`src/rtl/dmem_arb_pkg.sv`:
```
// Shared types for the data-memory arbiter: FSM state encoding and requester ids.
package dmem_arb_pkg;

  typedef enum logic [1:0] {
    ARB_IDLE   = 2'd0,
    ARB_ACCESS = 2'd1,
    ARB_RESP   = 2'd2
  } arb_state_t;

  typedef logic arb_id_t;

  localparam arb_id_t ARB_ID_CORE   = 1'b0;
  localparam arb_id_t ARB_ID_LOADER = 1'b1;

  function automatic arb_id_t other_id(input arb_id_t id);
    return ~id;
  endfunction

endpackage

```
`src/rtl/dmem_arbiter_rr_pick2.sv`:
```
// Combinational two-way round-robin picker; a held lock pins the grant to the last winner.
module rr_pick2
  import dmem_arb_pkg::*;
(
  input  logic [1:0] valid,
  input  arb_id_t    last,
  input  logic       lock,
  output logic [1:0] grant,
  output arb_id_t    id,
  output logic       any
);

  always_comb begin
    id  = last;
    any = 1'b0;
    if (lock) begin
      // Lock holder keeps the memory; the other port waits even if valid.
      any = valid[last];
      id  = last;
    end else if (valid == 2'b11) begin
      any = 1'b1;
      id  = other_id(last);
    end else if (valid[1]) begin
      any = 1'b1;
      id  = ARB_ID_LOADER;
    end else if (valid[0]) begin
      any = 1'b1;
      id  = ARB_ID_CORE;
    end
    grant = any ? (2'b01 << id) : 2'b00;
  end

endmodule

```
`src/rtl/dmem_arbiter.sv`:
```
// Two-requester round-robin arbiter/sequencer in front of the single-ported data memory.
// Optional feature: define ARB_LOCK_EN to add req0_lock/req1_lock grant locking.
module dmem_arbiter
  import dmem_arb_pkg::*;
#(
  parameter int ADDRESS_WIDTH = 8,
  parameter int DATA_WIDTH    = 32,
  parameter int MEM_LATENCY   = 1
) (
  input  logic                     clk,
  input  logic                     rst,
  // Handshake: a request transfers in the cycle where reqN_valid & reqN_ready are both
  // high; valid and payload must stay stable until then. rspN_valid is a one-cycle pulse.
  input  logic                     req0_valid,
  input  logic                     req0_we,
  input  logic [ADDRESS_WIDTH-1:0] req0_addr,
  input  logic [DATA_WIDTH-1:0]    req0_wdata,
  output logic                     req0_ready,
  input  logic                     req1_valid,
  input  logic                     req1_we,
  input  logic [ADDRESS_WIDTH-1:0] req1_addr,
  input  logic [DATA_WIDTH-1:0]    req1_wdata,
  output logic                     req1_ready,
`ifdef ARB_LOCK_EN
  input  logic                     req0_lock,
  input  logic                     req1_lock,
`endif
  output logic                     rsp0_valid,
  output logic [DATA_WIDTH-1:0]    rsp0_rdata,
  output logic                     rsp1_valid,
  output logic [DATA_WIDTH-1:0]    rsp1_rdata,
  output logic                     mem_we,
  output logic [ADDRESS_WIDTH-1:0] mem_addr,
  output logic [DATA_WIDTH-1:0]    mem_wd,
  input  logic [DATA_WIDTH-1:0]    mem_rd,
  output arb_state_t               dbg_state
);

  localparam int CW = $clog2(MEM_LATENCY + 1);
  localparam logic [CW-1:0] CNT_LAST = CW'(MEM_LATENCY - 1);

  arb_state_t               state_q, state_d;
  arb_id_t                  last_q, id_q;
  logic                     we_q;
  logic [ADDRESS_WIDTH-1:0] addr_q;
  logic [DATA_WIDTH-1:0]    wdata_q;
  logic [CW-1:0]            cnt_q;
  logic [DATA_WIDTH-1:0]    rsp0_q, rsp1_q;

  logic [1:0] pick_grant;
  arb_id_t    pick_id;
  logic       pick_any;
  logic       hold_lock;
  logic       accept;
  logic       last_cycle;
  logic [DATA_WIDTH-1:0] cap_data;

`ifdef ARB_LOCK_EN
  assign hold_lock = last_q ? req1_lock : req0_lock;
`else
  assign hold_lock = 1'b0;
`endif

  rr_pick2 u_pick (
    .valid (pick_valid_vec()),
    .last  (last_q),
    .lock  (hold_lock),
    .grant (pick_grant),
    .id    (pick_id),
    .any   (pick_any)
  );

  function automatic logic [1:0] pick_valid_vec();
    return {req1_valid, req0_valid};
  endfunction

  always_comb begin
    state_d = state_q;
    accept  = 1'b0;
    unique case (state_q)
      ARB_IDLE: begin
        if (pick_any && !rst) begin
          accept  = 1'b1;
          state_d = ARB_ACCESS;
        end
      end
      ARB_ACCESS: if (cnt_q == CNT_LAST) state_d = ARB_RESP;
      ARB_RESP:   state_d = ARB_IDLE;
      default:    state_d = ARB_IDLE;
    endcase
  end

  assign last_cycle = (state_q == ARB_ACCESS) && (cnt_q == CNT_LAST);
  assign cap_data   = we_q ? '0 : mem_rd;

  always_ff @(posedge clk or posedge rst) begin
    if (rst) begin
      state_q <= ARB_IDLE;
      last_q  <= ARB_ID_LOADER;
      id_q    <= ARB_ID_CORE;
      we_q    <= 1'b0;
      addr_q  <= '0;
      wdata_q <= '0;
      cnt_q   <= '0;
      rsp0_q  <= '0;
      rsp1_q  <= '0;
    end else begin
      state_q <= state_d;
      if (accept) begin
        last_q  <= pick_id;
        id_q    <= pick_id;
        we_q    <= pick_id ? req1_we : req0_we;
        addr_q  <= pick_id ? req1_addr : req0_addr;
        wdata_q <= pick_id ? req1_wdata : req0_wdata;
        cnt_q   <= '0;
      end else if (state_q == ARB_ACCESS) begin
        cnt_q <= cnt_q + 1'b1;
      end
      // Each port keeps its own last response value until its next response.
      if (last_cycle) begin
        if (id_q == ARB_ID_LOADER) rsp1_q <= cap_data;
        else                       rsp0_q <= cap_data;
      end
    end
  end

  assign req0_ready = accept & pick_grant[0];
  assign req1_ready = accept & pick_grant[1];
  assign rsp0_valid = (state_q == ARB_RESP) && (id_q == ARB_ID_CORE);
  assign rsp1_valid = (state_q == ARB_RESP) && (id_q == ARB_ID_LOADER);
  assign rsp0_rdata = rsp0_q;
  assign rsp1_rdata = rsp1_q;

  // Single write edge: only the first ACCESS cycle may raise mem_we.
  assign mem_we    = (state_q == ARB_ACCESS) && (cnt_q == '0) && we_q;
  assign mem_addr  = addr_q;
  assign mem_wd    = wdata_q;
  assign dbg_state = state_q;

endmodule
```
`config.mk`:
```
export PLATFORM = sky130hd
export DESIGN_NAME = dmem_arbiter
export DESIGN_NICKNAME = d
export VERILOG_FILES = /design/src/rtl/dmem_arb_pkg.sv /design/src/rtl/dmem_arbiter_rr_pick2.sv /design/src/rtl/dmem_arbiter.sv
export SDC_FILE = /design/constraint.sdc
export NUM_CORES = 1
export LEC_CHECK = 0
export CAP_MARGIN = 20
export CORE_MARGIN = 8
export CORE_UTILIZATION = 45
export CTS_CLUSTER_DIAMETER = 80
export DETAILED_ROUTE_END_ITERATION = 16
export GPL_TIMING_DRIVEN = 0
export PLACE_DENSITY = 0.9
export SLEW_MARGIN = 10
export SYNTH_ARGS = -nofsm -noshare
export SYNTH_HDL_FRONTEND = slang
export SYNTH_SLANG_ARGS = --single-unit
```
`constraint.sdc`:
```
create_clock -name clk -period 6.7 [get_ports clk]
set_input_delay 2.01 -clock clk [delete_from_list [all_inputs] [get_ports clk]]
set_output_delay 2.01 -clock clk [all_outputs]
set_load 0.1 [all_outputs]
```
Word level (Yosys, flattened, before mapping):

Index checks and enable logic that the tools add are counted.
W data, S select, Z words.

* flip-flop bits (word level): 110
* output and inout bits: 111

* eq/ne operators: 5
* reductions and logical operators: 11
* bitwise operators: 5
* add/sub/neg operators: 1
* mux-type cells: 18
* shift operators: 1

Operators with widths (number)
* $mux W32: 2
* $mux W1: 11
* $mux W8: 1
* $mux W2: 3
* $reduce_and A2 Y1: 3
* $logic_and A1 B1 Y1: 5
* $eq A2 B2 Y1 const B: 2
* $ne A2 B2 Y1 const B: 2
* $pmux W2 S2: 1
* $not A1 Y1: 3
* $and A1 B1 Y1: 2
* $eq A2 B1 Y1 const B: 1
* $logic_not A2 Y1: 1
* $reduce_bool A2 Y1: 1
* $shl A1 B1 Y2 const A: 1
* $add A1 B1 Y1 const B: 1
* $logic_not A1 Y1: 1

Logic depth before layout (Yosys ltp):

* depth after elaboration: 7
* mapped depth: 6

By module:

A second synthesis with hierarchy kept.

* cell total of the unflattened synthesis: 454
* area total of the unflattened synthesis: 4743.3 um^2

Modules (own cells, without submodules)
* dmem_arbiter: seq. area each 2753.9 um^2, area each 4674.5 um^2, cells each 445, instances 1
* rr_pick2: seq. area each 0.0 um^2, area each 68.8 um^2, cells each 9, instances 1

Worst setup path after synthesis:

Ideal clock, no wire load.

* path kind: input to output
* start point: input req0_valid
* end point: output req1_ready
* path buffers: 2
* setup slack: 0.216 ns
* data arrival time: 4.474 ns
* stages: 4
* cell sequence: and2_1 clkbuf_1 clkbuf_1 nor3_1

* cells in the longest elaborated chain, start to end: 7
* elaborated cells on any way between the ends: 13
* those cells by class: 1 x eq/ne; 1 x shift; 9 x mux; 1 x bitwise; 1 x reduce/logical

RTL lines
* start: declaration: line dmem_arbiter.sv:14 `input logic req0_valid,`
* $mux W1: line dmem_arbiter_rr_pick2.sv:26 `end else if (valid[0]) begin`
* $mux W1: line dmem_arbiter_rr_pick2.sv:23 `end else if (valid[1]) begin`
* $mux W1: line dmem_arbiter_rr_pick2.sv:20 `end else if (valid == 2'b11) begin`
* $logic_and A1 B1 Y1: line dmem_arbiter.sv:82 `if (pick_any && !rst) begin`
* $mux W1: line dmem_arbiter.sv:82
* $mux W1: line dmem_arbiter.sv:80 `unique case (state_q)`
* $and A1 B1 Y1 *: line dmem_arbiter.sv:128 `assign req1_ready = accept & pick_grant[1];`
* end: declaration: line dmem_arbiter.sv:23 `output logic req1_ready,`

Mark *: on every way between the ends. The rest lies on a longest branch, timed or not.

Final worst setup path:

* start point: input rst
* end point: output req0_ready

* cells in the longest elaborated chain, start to end: 5

RTL lines
* start: declaration: line dmem_arbiter.sv:11 `input logic rst,`
* $logic_not A1 Y1 (no source line)
* $logic_and A1 B1 Y1: line dmem_arbiter.sv:82
* $mux W1: line dmem_arbiter.sv:82
* $mux W1: line dmem_arbiter.sv:80
* $and A1 B1 Y1: line dmem_arbiter.sv:127 `assign req0_ready = accept & pick_grant[0];`
* end: declaration: line dmem_arbiter.sv:18 `output logic req0_ready,`

No other way between the ends.

==> summary.md <==
| Metric | Value |
|---|---|
| Largest cells by area after synthesis | dfrtp_1 55%, o21ai_0 6.4%, a31oi_1 5.2% |
| Layout area overhead | 54.3% |
| WP data arrival | 4.45 ns |
| Number of synthesized flops with an enable pin | 0 |
| Seq/Total Area, Yosys | 55.7% |
| Fin. Hold Viols | 0 |
| Number of buffers created by CTS | 9 |
| Final core occ | 70.6% |
| Worst-case clock buffer depth | 2 |
| DIE WIDTH | 121 um |
| Antenna Nets Post-Route | 0 |
| Initial Util | 45.8% |
| Die Area | 0.0146 mm^2 |
| HP Class | flop to flop |
| Worst-path cell chain | clkdlybuf4s50_1 > nor3_2 > nand2_1 > nor2_1 > clkdlybuf4s50_1 |
| Max-Cap Viols | 0 |
| Post-synthesis cell type count | 28 |
| Vias in the first global route | 5116 |
| Met1 Use GR | 26.5% |
| Crit-path max FO | 7 |
| Top_reg_cell synth | dfrtp_1 |
| Slew @ Worst Pin | 1.03 ns |
| Ports | 229 |
| Largest area contributor in the netlist | dfrtp_1 |
| Hold WS | 0.488 ns |
| GR Util met3 | 9.42% |
| Port-buffer cells | 228 |
| Main combinational cell family by area after synthesis | compound AO/OA/AOI/OAI gates |
| Post-Synth Simple-Gate Area | 16.3% |
| XOR/XNOR Fraction of Synth Area | 0% |
| Nature of the critical path endpoint | output port |
| CP required | 4.69 ns |
| R2R Setup Slk | 4.74 ns |
| Initial antenna violation count | 0 |
| Nets | 866 |
| CP bufs+invs | 2 |
| Warnings, synthesis | 0 |
| Mux cell area share after synthesis | 0.456% |
| TritonRoute pass-1 iters | 5 |
| Delay-heaviest family, CP | buffers and inverters |
| DIE HEIGHT | 121 um |
| Slew Limit Fails | 0 |
| Critical path's most frequent cell | clkdlybuf4s50_1 |
| Ys async rst share | 100% |
| Vias per cell | 5.50 |
| Iter 0 DRT Violations | 412 |
| Core area | 0.0108 mm^2 |
| Crit-path max cell delay | 1.17 ns |
| Clk sinks | 110 |
| Status | completed |
| Slowest cell on the critical path | clkdlybuf4s50_1 |
| Clk slew on worst S/H paths | 0.10 ns |
| RSZ-0062 raised after global routing | no |
| Gpl congestion | 0.846 |
| CP Class | primary input to output port |
| GR peak layer | met2 |
| WL per Instance | 18.8 um |
| FF+latch count, synth | 110 |
| Gr ovfl total | 0 |
| Adder-cell share of the synthesized area | 0% |
| Vias post-DR | 4911 |
| Relative slew slack | 31.2% |
| Tmin final | 6.46 ns |
| Synth Area in Compound Gates | 22.4% |
| Largest net degree at the start of global routing | 69 |
| Row cnt | 38 |
| Clock Latency Late Sink | 0.38 ns |
| Setup TNS | 0 ns |
| Critical Path Start Type | primary input |
| CTS tree | done |
| Total wire length | 16.7 mm |
| Syn Area/Cell | 9.72 um^2 |
| Fmax achieved | 155 MHz |
| Clk root buf | clkbuf_8 |
| DRC Markers | 0 |
| Cells after Synth | 508 |
| Post-Syn Area | 0.00494 mm^2 |
| Post-DP HPWL | 13.2 mm |
| Share of cells above drive strength 1 | 10.6% |
| Met2 Usage GRT | 37.9% |
| Crit share post-route | 96.5% |
| Final setup vio count | 0 |
| First-pass GRT wire length | 26.8 mm |
| Clock Skew | 0.0131 ns |
| Synth Net Count | 626 |
| Total Routing Usage GR | 22.9% |
| H-tree Lvls | 3 |
| Synth top area share | 55.2% |
| Postcts setup bufs | 0 |
| Antenna diodes | 0 |
==> layout make-up <==
cell class	instances	area, um^2
clock buffers	10	138
fillers	784	3170
repair buffers	229	2310
clock inverters	6	53.8
well taps	140	175
inverters	2	12.5
flip-flops and latches	110	2750
plain buffers	49	240
multi-input cells	347	1940
==> timing repair <==
action                                  in CTS  in global routing
hold buffers                                 0                  0
gates resized for setup                      0                  1
endpoints found under the setup margin       0                  1
==> flip-flops by register name, indices dropped and copies added (netlist names) <==
register    cells
mem_wd         32
rsp0_rdata     32
rsp1_rdata     32
mem_addr        8
dbg_state       2
cnt_q           1
id_q            1
last_q          1
we_q            1
==> worst reg2reg max path, stage by stage, from the launching register on <==
cell	delay (ns)
dfstp_2	0.57
and2_1	0.12
clkbuf_1	0.31
clkbuf_1	0.37
o21ai_0	0.18
a31oi_1	0.30
==> path summary, 6_finish.rpt <==
| check | cells past startpoint | startpoint | end |
|---|---|---|---|
| max | 5 | rst | req0_ready |
| min | 2 | rsp0_rdata[22] | rsp0_rdata[22] |
| max reg2reg | 5 | last_q | we_q |
| min reg2reg | 2 | rsp0_rdata[22] | rsp0_rdata[22] |
| max in group asynchronous | 3 | rst | rsp0_rdata[15] |
| min in group asynchronous | 2 | rst | dbg_state[1] |
==> cell usage after synthesis, drive strengths merged, types with 2 or more instances <==
library cell,count
a21oi,41
a31oi,41
and2,3
buf,16
clkbuf,33
dfrtp,109
inv,2
mux2,2
nand2,67
nand2b,33
nand3,41
nor2,4
nor3,2
o21ai,106
or2,2
==> per-stage QoR <==
| step | instance area [um^2] | instances | setup WS (ns) |
|---|---|---|---|
| floorplan | 4940 | 508 | 0.216 |
| finish | 7620 | 893 | 0.236 |
| CTS | 7620 | 893 | 0.0410 |
| global placement | 7400 | 876 | 0.194 |
| detailed placement | 7430 | 877 | 0.0607 |
| global route | 7620 | 893 | 0.0874 |
==> per-layer routing <==
layer | wire [um] | vias to the layer above
met5 | 0 | -
met4 | 380 | 0
met3 | 1900 | 28
met2 | 7950 | 260
met1 | 6510 | 2354
li1 | - | 2269
==> kinds of logic after synthesis <==
group                  count (synthesis)
and+or+nand+nor                      156
AOI/OAI and AO/OA                    189
muxes                                  2
buffers and inverters                 51
DFF                                  110
==> layout by cell type, fill, tap and decap left out, drive strengths merged <==
master / count
and2: 3
mux2: 2
clkinvlp: 1
buf: 17
a31oi: 41
o21ai: 106
o21bai: 1
and3b: 1
dfrtp: 109
clkbuf: 43
a21oi: 41
nand2b: 33
inv: 4
nand4bb: 1
nand2: 67
dfstp: 1
nor3b: 1
nand3: 41
or4b: 1
clkdlybuf4s50: 227
nor3: 2
clkinv: 3
dlymetal6s2s: 1
nor2: 4
or2: 2
Power is left out: the tool's default activity adds up to more than one toggle a clock period on the data nets, which glitch-free logic cannot reach.
